## src/rtl/picomem_uart_pkg.sv

```systemverilog
// Shared definitions for the buffered PicoMem UART bridge: CPU register map,
// STATUS layout, UART-side request payload and master FSM encoding.
package picomem_uart_pkg;

  localparam int unsigned BUS_W  = 32;
  localparam int unsigned STRB_W = 4;
  localparam int unsigned BYTE_W = 8;

  typedef enum logic [1:0] {
    REG_DATA   = 2'd0,
    REG_DIV    = 2'd1,
    REG_STATUS = 2'd2,
    REG_RSVD   = 2'd3
  } cpu_reg_e;

  localparam logic [BUS_W-1:0] UART_DATA_ADDR = 32'h0000_0000;
  localparam logic [BUS_W-1:0] UART_DIV_ADDR  = 32'h0000_0004;

  localparam int unsigned ST_TX_EMPTY     = 0;
  localparam int unsigned ST_RX_NONEMPTY  = 1;
  localparam int unsigned ST_TX_FULL      = 2;
  localparam int unsigned ST_TX_COUNT_LSB = 8;
  localparam int unsigned ST_RX_COUNT_LSB = 16;

  typedef enum logic [1:0] {
    IDLE   = 2'd0,
    DIV_WR = 2'd1,
    TX_WR  = 2'd2,
    RX_RD  = 2'd3
  } mstate_e;

  typedef struct packed {
    logic [BUS_W-1:0]  addr;
    logic [BUS_W-1:0]  wdata;
    logic [STRB_W-1:0] wstrb;
  } m_req_t;

  function automatic logic [BUS_W-1:0] status_word(
    input logic       tx_empty,
    input logic       rx_nonempty,
    input logic       tx_full,
    input logic [7:0] tx_cnt,
    input logic [7:0] rx_cnt
  );
    logic [BUS_W-1:0] w;
    w                          = '0;
    w[ST_TX_EMPTY]             = tx_empty;
    w[ST_RX_NONEMPTY]          = rx_nonempty;
    w[ST_TX_FULL]              = tx_full;
    w[ST_TX_COUNT_LSB +: 8]    = tx_cnt;
    w[ST_RX_COUNT_LSB +: 8]    = rx_cnt;
    return w;
  endfunction

endpackage

```

## src/rtl/picomem_byte_fifo.sv

```systemverilog
// Byte FIFO with registered head output; simultaneous push and pop both take
// effect, a push into a full FIFO without a pop is dropped.
module picomem_byte_fifo
  import picomem_uart_pkg::*;
#(
  parameter int unsigned DEPTH = 16
) (
  input  logic                     clk,
  input  logic                     ext_reset,
  input  logic                     push,
  input  logic                     pop,
  input  logic [BYTE_W-1:0]        din,
  output logic [BYTE_W-1:0]        dout,
  output logic [$clog2(DEPTH):0]   count,
  output logic                     full,
  output logic                     empty
);

  localparam int unsigned AW = $clog2(DEPTH);
  localparam int unsigned CW = AW + 1;

  logic [BYTE_W-1:0] mem_q [DEPTH];
  logic [BYTE_W-1:0] mem_d [DEPTH];
  logic [AW-1:0]     rd_ptr_q, rd_ptr_d;
  logic [AW-1:0]     wr_ptr_q, wr_ptr_d;
  logic [CW-1:0]     count_q, count_d;
  logic [BYTE_W-1:0] dout_q, dout_d;
  logic              push_ok, pop_ok;

  assign full  = (count_q == CW'(DEPTH));
  assign empty = (count_q == '0);
  assign count = count_q;
  assign dout  = dout_q;

  // Head is recomputed from the post-update pointer and storage.
  always_comb begin
    pop_ok   = pop && !empty;
    push_ok  = push && (!full || pop_ok);
    mem_d    = mem_q;
    rd_ptr_d = rd_ptr_q + AW'(pop_ok);
    wr_ptr_d = wr_ptr_q + AW'(push_ok);
    count_d  = count_q;
    if (push_ok) begin
      mem_d[wr_ptr_q] = din;
    end
    case ({push_ok, pop_ok})
      2'b10:   count_d = count_q + CW'(1);
      2'b01:   count_d = count_q - CW'(1);
      default: count_d = count_q;
    endcase
    dout_d = mem_d[rd_ptr_d];
  end

  always_ff @(posedge clk or negedge ext_reset) begin
    if (!ext_reset) begin
      mem_q    <= '{default: '0};
      rd_ptr_q <= '0;
      wr_ptr_q <= '0;
      count_q  <= '0;
      dout_q   <= '0;
    end else begin
      mem_q    <= mem_d;
      rd_ptr_q <= rd_ptr_d;
      wr_ptr_q <= wr_ptr_d;
      count_q  <= count_d;
      dout_q   <= dout_d;
    end
  end

endmodule

```

## src/rtl/picomem_uart_fifo_bridge.sv

```systemverilog
// Buffered PicoMem front-end for the UART slave: CPU decode into TX/RX byte
// FIFOs, a divider mailbox, an RX poll timer and the UART-side master FSM.
module picomem_uart_fifo_bridge
  import picomem_uart_pkg::*;
#(
  parameter int unsigned DEPTH       = 16,
  parameter int unsigned POLL_CYCLES = 64
) (
  input  logic              clk,
  input  logic              ext_reset,
  input  logic              s_valid,
  input  logic [BUS_W-1:0]  s_addr,
  input  logic [BUS_W-1:0]  s_wdata,
  input  logic [STRB_W-1:0] s_wstrb,
  output logic              s_ready,
  output logic [BUS_W-1:0]  s_rdata,
  output logic              m_valid,
  output logic [BUS_W-1:0]  m_addr,
  output logic [BUS_W-1:0]  m_wdata,
  output logic [STRB_W-1:0] m_wstrb,
  input  logic              m_ready,
  input  logic [BUS_W-1:0]  m_rdata
);

  localparam int unsigned CW = $clog2(DEPTH) + 1;
  localparam int unsigned TW = $clog2(POLL_CYCLES) + 1;

  logic              tx_push, tx_pop, tx_full, tx_empty;
  logic              rx_push, rx_pop, rx_full, rx_empty;
  logic [BYTE_W-1:0] tx_dout, rx_dout;
  logic [CW-1:0]     tx_count, rx_count;

  logic              s_ready_q, s_ready_d;
  logic [BUS_W-1:0]  s_rdata_q, s_rdata_d;
  logic              div_pending_q, div_pending_d;
  logic [BUS_W-1:0]  div_wdata_q, div_wdata_d;
  logic [STRB_W-1:0] div_wstrb_q, div_wstrb_d;
  logic              div_set, div_clr;
  logic              m_valid_q, m_valid_d;
  m_req_t            m_req_q, m_req_d;
  mstate_e           state_q, state_d;
  logic [TW-1:0]     poll_q, poll_d;
  logic              rx_pri_q, rx_pri_d;
  cpu_reg_e          reg_sel;
  logic              is_wr, stall, accept, tx_job, rx_job;
  logic              unused_addr_bits;

  assign unused_addr_bits = ^{s_addr[BUS_W-1:4], s_addr[1:0]};

  picomem_byte_fifo #(.DEPTH(DEPTH)) u_tx_fifo (
    .clk(clk), .ext_reset(ext_reset), .push(tx_push), .pop(tx_pop),
    .din(s_wdata[BYTE_W-1:0]), .dout(tx_dout), .count(tx_count),
    .full(tx_full), .empty(tx_empty)
  );

  picomem_byte_fifo #(.DEPTH(DEPTH)) u_rx_fifo (
    .clk(clk), .ext_reset(ext_reset), .push(rx_push), .pop(rx_pop),
    .din(m_rdata[BYTE_W-1:0]), .dout(rx_dout), .count(rx_count),
    .full(rx_full), .empty(rx_empty)
  );

  // CPU-side decode: one request per s_ready pulse, writes stall on back-pressure.
  always_comb begin
    reg_sel   = cpu_reg_e'(s_addr[3:2]);
    is_wr     = |s_wstrb;
    s_ready_d = 1'b0;
    s_rdata_d = s_rdata_q;
    tx_push   = 1'b0;
    rx_pop    = 1'b0;
    div_set   = 1'b0;
    stall     = 1'b0;
    case (reg_sel)
      REG_DATA: stall = is_wr && s_wstrb[0] && tx_full;
      REG_DIV:  stall = is_wr && div_pending_q;
      default:  stall = 1'b0;
    endcase
    accept = s_valid && !s_ready_q && !stall;
    if (accept) begin
      s_ready_d = 1'b1;
      s_rdata_d = '0;
      case (reg_sel)
        REG_DATA: begin
          if (is_wr) begin
            tx_push = s_wstrb[0];
          end else if (rx_empty) begin
            s_rdata_d = '1;
          end else begin
            s_rdata_d = BUS_W'(rx_dout);
            rx_pop    = 1'b1;
          end
        end
        REG_DIV: div_set = is_wr;
        REG_STATUS: begin
          if (!is_wr) begin
            s_rdata_d = status_word(tx_empty, !rx_empty, tx_full,
                                    8'(tx_count), 8'(rx_count));
          end
        end
        default: ;
      endcase
    end
  end

  always_comb begin
    div_pending_d = (div_pending_q && !div_clr) || div_set;
    div_wdata_d   = div_set ? s_wdata : div_wdata_q;
    div_wstrb_d   = div_set ? s_wstrb : div_wstrb_q;
  end

  // Master FSM: IDLE picks DIV first, then alternates between TX and RX jobs.
  always_comb begin
    state_d   = state_q;
    m_valid_d = m_valid_q;
    m_req_d   = m_req_q;
    rx_pri_d  = rx_pri_q;
    tx_pop    = 1'b0;
    rx_push   = 1'b0;
    div_clr   = 1'b0;
    poll_d    = (poll_q != '0) ? poll_q - TW'(1) : poll_q;
    tx_job    = !tx_empty;
    rx_job    = !rx_full && (poll_q == '0);
    case (state_q)
      IDLE: begin
        if (div_pending_q) begin
          state_d       = DIV_WR;
          m_valid_d     = 1'b1;
          m_req_d.addr  = UART_DIV_ADDR;
          m_req_d.wdata = div_wdata_q;
          m_req_d.wstrb = div_wstrb_q;
        end else if (tx_job && (!rx_job || !rx_pri_q)) begin
          state_d       = TX_WR;
          m_valid_d     = 1'b1;
          m_req_d.addr  = UART_DATA_ADDR;
          m_req_d.wdata = BUS_W'(tx_dout);
          m_req_d.wstrb = 4'b0001;
          rx_pri_d      = 1'b1;
        end else if (rx_job) begin
          state_d       = RX_RD;
          m_valid_d     = 1'b1;
          m_req_d.addr  = UART_DATA_ADDR;
          m_req_d.wdata = '0;
          m_req_d.wstrb = '0;
          rx_pri_d      = 1'b0;
        end
      end
      DIV_WR: begin
        if (m_ready) begin
          state_d   = IDLE;
          m_valid_d = 1'b0;
          div_clr   = 1'b1;
        end
      end
      TX_WR: begin
        if (m_ready) begin
          state_d   = IDLE;
          m_valid_d = 1'b0;
          tx_pop    = 1'b1;
        end
      end
      RX_RD: begin
        if (m_ready) begin
          state_d   = IDLE;
          m_valid_d = 1'b0;
          rx_push   = (m_rdata[BUS_W-1:BYTE_W] == '0);
          poll_d    = TW'(POLL_CYCLES - 1);
        end
      end
      default: begin
        state_d   = IDLE;
        m_valid_d = 1'b0;
      end
    endcase
  end

  always_ff @(posedge clk or negedge ext_reset) begin
    if (!ext_reset) begin
      s_ready_q     <= 1'b0;
      s_rdata_q     <= '0;
      div_pending_q <= 1'b0;
      div_wdata_q   <= '0;
      div_wstrb_q   <= '0;
      state_q       <= IDLE;
      m_valid_q     <= 1'b0;
      m_req_q       <= '0;
      poll_q        <= '0;
      rx_pri_q      <= 1'b0;
    end else begin
      s_ready_q     <= s_ready_d;
      s_rdata_q     <= s_rdata_d;
      div_pending_q <= div_pending_d;
      div_wdata_q   <= div_wdata_d;
      div_wstrb_q   <= div_wstrb_d;
      state_q       <= state_d;
      m_valid_q     <= m_valid_d;
      m_req_q       <= m_req_d;
      poll_q        <= poll_d;
      rx_pri_q      <= rx_pri_d;
    end
  end

  assign s_ready = s_ready_q;
  assign s_rdata = s_rdata_q;
  assign m_valid = m_valid_q;
  assign m_addr  = m_req_q.addr;
  assign m_wdata = m_req_q.wdata;
  assign m_wstrb = m_req_q.wstrb;

endmodule

```

## config.mk

```make
export PLATFORM = sky130hd
export DESIGN_NAME = picomem_uart_fifo_bridge
export DESIGN_NICKNAME = d
export VERILOG_FILES = /design/src/rtl/picomem_uart_pkg.sv /design/src/rtl/picomem_byte_fifo.sv /design/src/rtl/picomem_uart_fifo_bridge.sv
export SDC_FILE = /design/constraint.sdc
export NUM_CORES = 1
export LEC_CHECK = 0
export BUFFER_PORTS_ARGS = -buffer_cell sky130_fd_sc_hd__buf_2
export CORE_MARGIN = 2
export CORE_UTILIZATION = 45
export DETAILED_ROUTE_END_ITERATION = 12
export SLEW_MARGIN = 20
export SYNTH_ARGS = -nofsm -noshare
export SYNTH_HDL_FRONTEND = slang
export SYNTH_SLANG_ARGS = --single-unit
```

## constraint.sdc

```tcl
create_clock -name clk -period 5 [get_ports clk]
set_input_delay 0.5 -clock clk [delete_from_list [all_inputs] [get_ports clk]]
set_output_delay 0.5 -clock clk [all_outputs]
set_load 0.01 [all_outputs]
```

==> impl_metrics.toml <==
[outcome]
status = "complete, no violations"

[power]
pwr-share-clk_pct = 33.4
worst_ir_drop_vdd_mv = 0.242
switchingPower_mw = 3.04
switching_share_pct = 30.7
power_mw = 9.88
combPwrFrac_pct = 25.1
power_density_nw_per_um2 = 463
p_int_mw = 6.85
seq_power_share_pct = 41.6
cellLeakagePower_nw = 10.5

[synthesis]
yosys.area_share.simple_pct = 9.10
synthCells = 1558
synth_top_area_cell = "dfrtp_1"
synth_ff_type = "dfrtp_1"
synth_xor_area_share_pct = 1.17
synth_top_family_by_area = "multiplexers"
yosys.cell_types.count = 71
synth_top_area_share_pct = 53.7
synthAdderAreaFrac_pct = 1.17
yosys_warnings = 0
synth_top_cells_by_count = "dfrtp_1 (403), mux2_2 (266), nand2_1 (189)"
post-synth-top-count-cell = "dfrtp_1"
synth_edf_count = 0
synth_mux_area_share_pct = 20.6
synthTopCellsByArea = "dfrtp_1 (54%), mux2_2 (16%), nand2_1 (3.8%)"
synth_area_sq_um = 18800
async_flop_share_pct = 100
avgSynthCellArea_sq_um = 12.0
ys_ff_latch = 403
synth_compound_area_share_pct = 10.1
ys_seq_area_share_pct = 53.7

[sta]
fmax_ghz = 0.255
rsz0062_at_grt = "false"
max-slew-margin-rel_pct = 25.3
finalSetupViolations = 0
fin_setup_tns_ps = 0
min_period_over_period_pct = 78.4
worst_slack_ps = 1080
fin_crit_ps = 3920
drv_slew = 0
tightest_slew_ps = 1120
worst_clock_skew_ps = 15.6
hold_viol_final = 0

[routing]
vias = 12227
drtIter0Drc = 715
drc_errors = 0
ant_nets = 0
wl_per_cell_um = 19.7
drt-pass1-iter-count = 5
via_per_inst = 5.48
drt_wl_total_um = 43900

[clock_network]
cts_root_buf = "clkbuf_16"
clock_path_buffers = 3
clk_pin_slew_ps = 70
cts_setup_buffers = 0
cts_tree = "built"
clkLatencyLatePin_ps = 570
htreeDepth = 2
cts_hold_buf = 1
clock_sinks = 403
cts-buffers-inserted = 44
cts_resized = 0

[placement]
dp_hpwl_um = 29200
portBuffers = 144
place_ws_ps = 1030
gp_congestion = 0.833

[global_routing]
gr-total-overflow = 0
track_usage_pct = 20.5
grt_pass1_vias = 12490
grt_pass1_wl_um = 70200
grt_start_max_net_pins = 131
antenna_found_initial = 0

[floorplanning]
die_area_sq_um = 43400
die-height_um = 208
core_area_sq_um = 41000
io_pins = 206
initial_core_util_pct = 45.8
die_x_um = 208
num_rows = 74

[run]
cap_violations = 0

[worst_setup_path]
crit_required_ps = 5500
critPathMaxStageDelay_ps = 660
arrival_ps = 4420
critPathKind = "reg2reg"
path_cells = "nor4_4, nor2b_1, nor3_1, ha_2, ha_2, xnor2_1, inv_1, nand3_1, o22ai_1, a211oi_1, o21ai_0, nand2_1"
slowest_stage = "nor4_4"
crit_buf_inv = 1
startpoint_type = "register"
crit_cells = 12
crit_fanout = 11
crit_family = "simple AND/OR/NAND/NOR gates"
cpMostUsedCell = "ha_2"
worstSetupEndpointType = "register"
reg2reg_depth = 12

[layout]
fillers = 3607
nNetsFinal = 1794
final_layout_size_suffix_gt1_share_pct = 33.5
diodes = 0
areaGrowthSynthToFinish_pct = 13.8

[worst_hold_path]
hold-path-cell-count = 2
hold_class = "in2reg"
cells in the final DEF (no fill, tap or decap), types with 17 or more instances in the layout:
cell / synthesis / routed
a21o_1: 17 / 17
clkbuf_16: 0 / 45
mux4_2: 24 / 24
o21ai_0: 80 / 80
or2_2: 19 / 19
inv_1: 27 / 27
a21oi_1: 32 / 32
nand2_1: 189 / 189
nand3_1: 20 / 20
nor2_1: 39 / 38
mux2_2: 266 / 266
dfrtp_1: 403 / 403
buf_2: 2 / 143
buf_4: 44 / 21
mux2i_1: 31 / 31
a211oi_1: 22 / 22
conb_1: 1 / 31
o211ai_1: 26 / 26
path summary, 6_finish.rpt:
check,startpoint,to,slack [ps]
max,u_tx_fifo.count[2]$_DFFE_PN0P_,u_tx_fifo.dout[6]$_DFF_PN0_,1080
min reg2reg,u_rx_fifo.mem_q[79]$_DFF_PN0_,u_rx_fifo.mem_q[79]$_DFF_PN0_,460
max in group asynchronous,ext_reset,u_rx_fifo.mem_q[99]$_DFF_PN0_,3210
max reg2reg,u_tx_fifo.count[2]$_DFFE_PN0P_,u_tx_fifo.dout[6]$_DFF_PN0_,1080
min in group asynchronous,ext_reset,u_tx_fifo.mem_q[95]$_DFF_PN0_,540
min,s_wdata[26],div_wdata_q[26]$_DFFE_PN0P_,160
cells by family after synthesis:
logic type,after synthesis
compound gates,269
xor+xnor,25
fa+ha+maj,17
buf+inv,162
flops,403
mux,323
other cells,1
simple gates,358
layer usage:
layer  track usage, %  vias to the layer above  part of all wire (%)
met5                0                        -                     0
met4             5.73                        0                   2.1
met3             3.65                       59                   3.9
met2             34.0                      230                    49
met1             27.6                     6205                    45
li1                 -                     5733                     -
sequential cells by signal, indices dropped and copies added, names as in the netlist, 2 cells and up:
register            flops
u_rx_fifo.wr_ptr_q      4
u_tx_fifo.rd_ptr_q      4
m_wdata                32
u_tx_fifo.wr_ptr_q      4
m_wstrb                 4
poll_q                  7
div_wdata_q            32
state_q                 2
u_tx_fifo.count         5
u_rx_fifo.rd_ptr_q      4
u_rx_fifo.count         5
u_tx_fifo.mem_q       128
u_tx_fifo.dout          8
u_rx_fifo.mem_q       128
u_rx_fifo.dout          8
div_wstrb_q             4
s_rdata                19
area by class of cell:
cell class / count / area [sq um] / share of cell area [%]
Multi-Input combinational cell: 1023 / 8040 / 37.7
Sequential cell: 403 / 10100 / 47.2
Clock inverter: 7 / 118 / 0.551
Timing Repair Buffer: 171 / 986 / 4.62
Clock buffer: 67 / 1350 / 6.31
Inverter: 30 / 113 / 0.527
Tap cell: 532 / 666 / 3.12
per-stage QoR:
step	instances	util (%)	hold WS (ps)	cell area (sq um)
2_1_floorplan	1588	-	204	18900
3_3_place_gp	2157	48.4	445	19900
3_5_place_dp	2157	48.5	452	19900
4_1_cts	2232	52.0	125	21300
5_1_grt	2233	52.1	137	21400
6_report	2233	52.1	163	21400
power groups by stage:
stage | combinational [mW] | sequential [mW] | clock (mW)
floorplan | 1.77 | 4.08 | 0
global placement | 2.45 | 4.15 | 0
detailed placement | 2.49 | 4.17 | 0
CTS | 2.51 | 4.11 | 3.38
global route | 2.73 | 4.18 | 3.52
finish | 2.48 | 4.11 | 3.30
worst register-to-register path: stages, from the launching register on:
cell and delay, ps:
dfrtp_1 490, nor4_4 670, nor2b_1 340, nor3_1 170
ha_2 220, ha_2 170, xnor2_1 610, inv_1 370
nand3_1 180, o22ai_1 90, a211oi_1 320, o21ai_0 140
nand2_1 110
No activity file was read; power rests on OpenSTA's default activity.
